<file path="src/rtl/counter_johnson_param.sv">
// Purpose: parametrised up/down Johnson (twisted-ring) counter with enable, load-by-index,
//          binary index output, wrap/load-error/illegal pulses and one-edge illegal-state recovery.
// Latency: one cycle, all outputs registered. Backpressure: none; enable_i=0 simply holds state.
//
// Ports:
//   clock_i        rising-edge clock
//   reset_i        synchronous active-high reset
//   enable_i       count enable (0 holds)
//   up_down_i      direction, 0 = up, 1 = down
//   load_i         synchronous load request
//   load_index_i   target state index for load, valid 0..2*WIDTH-1
//   out_o          Johnson code of current state
//   index_o        binary index of current state
//   wrap_o         one-cycle pulse when the count crosses 2*WIDTH-1 <-> 0
//   load_err_o     one-cycle pulse when a load targets an out-of-range index
//   illegal_o      one-cycle pulse when an illegal ring state was cleared
module counter_johnson_param #(
    parameter int WIDTH = 3,
    localparam int IDXW = $clog2(2 * WIDTH)
) (
    input  logic            clock_i,
    input  logic            reset_i,
    input  logic            enable_i,
    input  logic            up_down_i,
    input  logic            load_i,
    input  logic [IDXW-1:0] load_index_i,
    output logic [WIDTH-1:0] out_o,
    output logic [IDXW-1:0] index_o,
    output logic            wrap_o,
    output logic            load_err_o,
    output logic            illegal_o
);

    localparam logic [IDXW-1:0] LAST_IDX = IDXW'(2 * WIDTH - 1);

    logic [WIDTH-1:0] out_q, out_d;
    logic [IDXW-1:0]  idx_q, idx_d;
    logic             wrap_q, wrap_d;
    logic             lerr_q, lerr_d;
    logic             ill_q, ill_d;

    logic             code_legal;
    logic             load_in_range;

    // Johnson code for state index k: k<=WIDTH gives k low-order ones, otherwise
    // all ones with (k-WIDTH) low-order zeros.
    function automatic logic [WIDTH-1:0] code_of(input logic [IDXW-1:0] k);
        logic [WIDTH-1:0] c;
        int kk;
        c  = '0;
        kk = int'(k);
        for (int i = 0; i < WIDTH; i++) begin
            if (kk <= WIDTH) c[i] = (i < kk);
            else             c[i] = (i >= kk - WIDTH);
        end
        return c;
    endfunction

    // A legal ring word has at most one boundary between adjacent bits.
    always_comb begin
        logic [WIDTH-2:0] edges;
        edges      = out_q[WIDTH-1:1] ^ out_q[WIDTH-2:0];
        code_legal = ($countones(edges) <= 1);
    end

    assign load_in_range = (int'(load_index_i) < 2 * WIDTH);

    always_comb begin
        out_d  = out_q;
        idx_d  = idx_q;
        wrap_d = 1'b0;
        lerr_d = 1'b0;
        ill_d  = 1'b0;
        if (load_i) begin
            if (load_in_range) begin
                out_d = code_of(load_index_i);
                idx_d = load_index_i;
            end else begin
                lerr_d = 1'b1;
            end
        end else if (!code_legal) begin
            // Recovery takes precedence over counting so index never tracks a corrupt code.
            out_d = '0;
            idx_d = '0;
            ill_d = 1'b1;
        end else if (enable_i) begin
            if (!up_down_i) begin
                out_d  = {out_q[WIDTH-2:0], ~out_q[WIDTH-1]};
                idx_d  = (idx_q == LAST_IDX) ? '0 : idx_q + IDXW'(1);
                wrap_d = (idx_q == LAST_IDX);
            end else begin
                out_d  = {~out_q[0], out_q[WIDTH-1:1]};
                idx_d  = (idx_q == '0) ? LAST_IDX : idx_q - IDXW'(1);
                wrap_d = (idx_q == '0);
            end
        end
    end

    always_ff @(posedge clock_i) begin
        if (reset_i) begin
            out_q  <= '0;
            idx_q  <= '0;
            wrap_q <= 1'b0;
            lerr_q <= 1'b0;
            ill_q  <= 1'b0;
        end else begin
            out_q  <= out_d;
            idx_q  <= idx_d;
            wrap_q <= wrap_d;
            lerr_q <= lerr_d;
            ill_q  <= ill_d;
        end
    end

    assign out_o      = out_q;
    assign index_o    = idx_q;
    assign wrap_o     = wrap_q;
    assign load_err_o = lerr_q;
    assign illegal_o  = ill_q;

endmodule
</file>
<file path="config.mk">
export PLATFORM = sky130hd
export DESIGN_NAME = counter_johnson_param
export DESIGN_NICKNAME = d
export VERILOG_FILES = /design/src/rtl/counter_johnson_param.sv
export SDC_FILE = /design/constraint.sdc
export NUM_CORES = 1
export LEC_CHECK = 0
export CAP_MARGIN = 25
export CORE_AREA = 3 3 52 54
export CTS_CLUSTER_SIZE = 12
export DETAILED_ROUTE_END_ITERATION = 7
export DIE_AREA = 0 0 55 57
export HOLD_SLACK_MARGIN = 0.12
export PLACE_DENSITY = 0.54
export SYNTH_ARGS = -nofsm -noshare
export SYNTH_HDL_FRONTEND = slang
export SYNTH_SLANG_ARGS = --single-unit
</file>
<file path="constraint.sdc">
create_clock -name clock_i -period 1.6 [get_ports clock_i]
set_input_delay 0.16 -clock clock_i [delete_from_list [all_inputs] [get_ports clock_i]]
set_output_delay 0.16 -clock clock_i [all_outputs]
set_load 0.02 [all_outputs]
</file>
==> flow_summary.rst, run 1 <==
.. list-table::
   :header-rows: 1

   * - Metric
     - Value
   * - Crit Path Category
     - in2reg
   * - Insertion delay of the later-clocked pin in the worst-skew pair
     - 0.26 ns
   * - WHS Path Cells
     - 4
   * - Maximum number of pins on one net before global-route repair
     - 10
   * - Max Used Layer
     - met4
   * - Post-synthesis sequential area ratio
     - 0.272
   * - Maximum operating frequency
     - ~640 MHz
   * - Number of optimization iterations in the first detailed-route pass
     - 4
   * - Slew headroom
     - 0.822
   * - Hold_sp
     - load_index_i[1]
   * - Post-DRT Antenna Nets
     - 0
   * - Length of routed met2 wiring
     - 890 um
   * - Number of nets in the layout
     - 125
   * - Cell at the root of the clock tree
     - clkbuf_4
   * - Post-synthesis instance area
     - 662 um2
   * - Class of the most critical hold timing path
     - in2reg
   * - Total met3 wirelength after detailed routing
     - 70 um
   * - Leakage dissipation
     - 0.444 nW
   * - First-pass GRT wire length
     - about 3.0 mm
   * - Worst IR Drop VDD
     - 0.500 mV
   * - Internal reg-to-reg setup slack
     - 0.11 ns
   * - Stage delay of the slowest cell on the critical path
     - roughly 0.50 ns
   * - Count of final max-slew check failures
     - 0
   * - Filler instances
     - between 200 and 250
   * - Yosys warns
     - 0
   * - Cell Rows
     - 17
   * - Synthesized Nets
     - 93
   * - Startpoint type of the worst setup path
     - primary input
   * - Number of placed instances, taps included
     - 135
   * - Area of the placeable core
     - 2250 um2
   * - Final Hold Vio Count
     - 0
   * - Via-to-Cell Ratio
     - roughly 4.9
   * - Number of antenna violations at the first check in global routing
     - 0
   * - Synth-to-Final Area Change
     - 51.4%
   * - Worst Hold Margin
     - around 0.47 ns
   * - Number of top-level design ports
     - 17
   * - CP cell instances
     - clkdlybuf4s50_1 > ha_2 > ha_4 > nand2b_1 > a221oi_2 > a21oi_1 > a211oi_2
   * - RSZ-0062 raised after global routing
     - false
   * - Final weighted congestion of routability-driven global placement
     - 0.782
   * - Reg2reg start
     - out_o[1]$_SDFFE_PP0P_
   * - Number of H-tree levels
     - 1
   * - Final HPWL from detailed placement
     - approximately 1.3 mm
   * - # DRC
     - 0
   * - Routed wire per std cell
     - 13.3 um
   * - Deepest clock path buffer count
     - 2
   * - Die outline height
     - 57 um
   * - Setup violators final
     - 0
   * - Run status
     - finished, final reports clean
   * - Worst Clk Skew
     - around 0.0029 ns
   * - Required time of the critical path
     - 1.79 ns
   * - Total vias in the final route
     - between 600 and 700
   * - Destination of the worst hold path
     - index_o[1]$_SDFFE_PP0P_
   * - Cell with the largest stage delay on the worst path
     - clkdlybuf4s50_1
   * - Min Clock Period, post-route
     - 1.55 ns
   * - Number of antenna repair diodes
     - 0
   * - Number of global-route vias before repair
     - 692
   * - Die W
     - 55 um
   * - Die Outline Area
     - 3140 um2
   * - Clk slew on worst S/H paths
     - 0.07 ns
   * - Areal power density over the cells
     - 720 nW/um2
   * - Iteration-0 DRC Markers
     - 14
   * - Cell count after synthesis
     - 80
   * - Routed Wire Length
     - 1.84 mm
   * - End of the worst register-to-register path
     - index_o[2]$_SDFFE_PP0P_
   * - Total clock buffers created by CTS
     - 3
   * - R2R depth
     - 4
   * - Average size of a mapped cell
     - 8.27 um2
   * - Data arrival time of the critical path
     - 1.75 ns
   * - Starting density of the core
     - 0.294
   * - Synth Register Bits
     - 9
   * - Overall overflow remaining after global route
     - 0
   * - Netlist cell types
     - 33
   * - Total of max-cap violations
     - 0
   * - Worst-margin pin slew
     - 0.266 ns
   * - CTS Sinks
     - 9
   * - Port buffer count
     - 16
   * - Non-filler cells in the finished layout
     - 139
   * - Sort of element at the end of the critical path
     - flop
   * - Total routed wire length on the met1 layer
     - 869 um
   * - Final Cycle Share
     - 0.972
   * - Combined global-route utilization of all metal layers
     - 0.133
   * - Maximum fanout encountered on the critical timing path
     - 3
   * - CTS tree
     - yes
   * - Fraction of final layout cells sized beyond drive strength 1
     - 0.270
[cell families after synthesis]
group,synth area share
xor+xnor,0.0132
fa+ha+maj,0.0945
compound gates,0.270
buf+inv,0.0699
mux,0.0170
flops,0.272
simple gates,0.263
[cell type report]
cell class                      instances  area (um2)  area share
Tap cell                               28        35.0      0.0350
Timing Repair Buffer                   31         278       0.277
Sequential cell                         9         180       0.180
Inverter                                6        22.5      0.0225
Clock buffer                            4        26.3      0.0262
Multi-Input combinational cell         61         460       0.459
[power breakdown]
part	switching, W	internal, W
logic	0.000131	0.000141
registers	0.0000249	0.000243
clock network	0.0000858	0.0000964
[critical path: cells and delay by family]
kind | cells | cell delay (ns)
AND/OR/NAND/NOR | 1 | 0.15
AO/OA/AOI/OAI | 3 | 0.52
buffers and inverters | 1 | 0.50
adder cells (fa/ha/maj) | 2 | 0.41
[synth_stat cells]
cell | n | area (um2)
buf_6 | 1 | 11.3
xor2_1 | 1 | 8.76
a2111o_1 | 1 | 11.3
a221oi_1 | 2 | 17.5
and3b_4 | 1 | 12.5
buf_2 | 1 | 5.00
o41a_1 | 1 | 11.3
nand3_1 | 2 | 10.0
nand2_1 | 5 | 18.8
nor3b_2 | 1 | 12.5
nor3_1 | 3 | 15.0
o21ai_0 | 3 | 15.0
a32oi_1 | 1 | 8.76
a211o_1 | 1 | 8.76
nor4_1 | 1 | 6.26
nor2b_1 | 3 | 18.8
clkbuf_1 | 2 | 7.51
inv_1 | 6 | 22.5
nor2_1 | 9 | 33.8
a211oi_2 | 3 | 37.5
dfxtp_1 | 9 | 180
a21oi_1 | 6 | 30.0
a311oi_1 | 1 | 8.76
o31ai_1 | 1 | 7.51
mux2_2 | 1 | 11.3
a22oi_1 | 1 | 7.51
and3b_1 | 1 | 8.76
ha_1 | 5 | 62.6
nand2b_1 | 2 | 12.5
nor3b_1 | 2 | 15.0
a21o_1 | 1 | 7.51
nor3_2 | 1 | 10.0
o21bai_1 | 1 | 7.51
[state kept, by name, summed over array words and instances (netlist names)]
register and cells:
load_err_o 1, illegal_o 1, out_o 3, index_o 3
wrap_o 1
[stage by stage]
stage / worst slack (ns) / total power (W) / util / area [um2] / setup TNS (ns)
4_1_cts: 0.0129 / 0.000728 / 0.435 / 981 / 0
2_1_floorplan: 0.0747 / 0.000417 / - / 662 / 0
5_1_grt: 0.0137 / 0.000772 / 0.445 / 1000 / 0
3_5_place_dp: -0.329 / 0.000536 / 0.420 / 946 / -0.955
6_report: 0.0454 / 0.000722 / 0.445 / 1000 / 0
3_3_place_gp: -0.267 / 0.000534 / 0.420 / 946 / -0.795
[what timing repair did]
action                                  in CTS  in global routing
hold buffers                                 0                  0
endpoints found under the setup margin       1                  6
buffers inserted                             0                  0
pin swaps                                    0                  1
resized for setup                            2                  6
[layer usage]
layer	vias to the layer above	global-route usage
li1	351	-
met1	313	0.163
met2	14	0.218
met3	2	0.0470
met4	0	0.0313
met5	-	0
[how the worst max path moves through the flow]
| stage | start | endpoint | slack [ns] | cells after the start |
|---|---|---|---|---|
| floorplan | out_o[1]$_SDFFE_PP0P_ | index_o[2]$_SDFFE_PP0P_ | 0.07 | 5 |
| global placement | load_index_i[0] | out_o[1]$_SDFFE_PP0P_ | -0.27 | 7 |
| detailed placement | load_index_i[0] | out_o[1]$_SDFFE_PP0P_ | -0.33 | 7 |
| CTS | load_index_i[0] | out_o[1]$_SDFFE_PP0P_ | 0.01 | 7 |
| global route | load_index_i[0] | out_o[1]$_SDFFE_PP0P_ | 0.01 | 7 |
| finish | load_index_i[0] | out_o[1]$_SDFFE_PP0P_ | 0.05 | 7 |
[cells in the final DEF (no fill, tap or decap), types with 2 or more instances in the layout]
| cell | count |
|---|---|
| a211oi_2 | 3 |
| a21oi_1 | 6 |
| buf_4 | 15 |
| clkbuf_4 | 3 |
| clkdlybuf4s50_1 | 14 |
| dfxtp_1 | 9 |
| dlymetal6s2s_1 | 2 |
| ha_1 | 3 |
| inv_1 | 6 |
| nand2_1 | 5 |
| nand2b_1 | 2 |
| nand3_1 | 2 |
| nor2_1 | 9 |
| nor2b_1 | 2 |
| nor3_1 | 3 |
| nor3b_1 | 2 |
| o21ai_0 | 2 |
No activity file was read; power rests on OpenSTA's default activity.
==> run 2, diff against run 1 <==
- TNS_END_PERCENT: unset -> 1
==> results of run 2 <==
No change in the layout: final DEF, timing and power equal those of run 1.
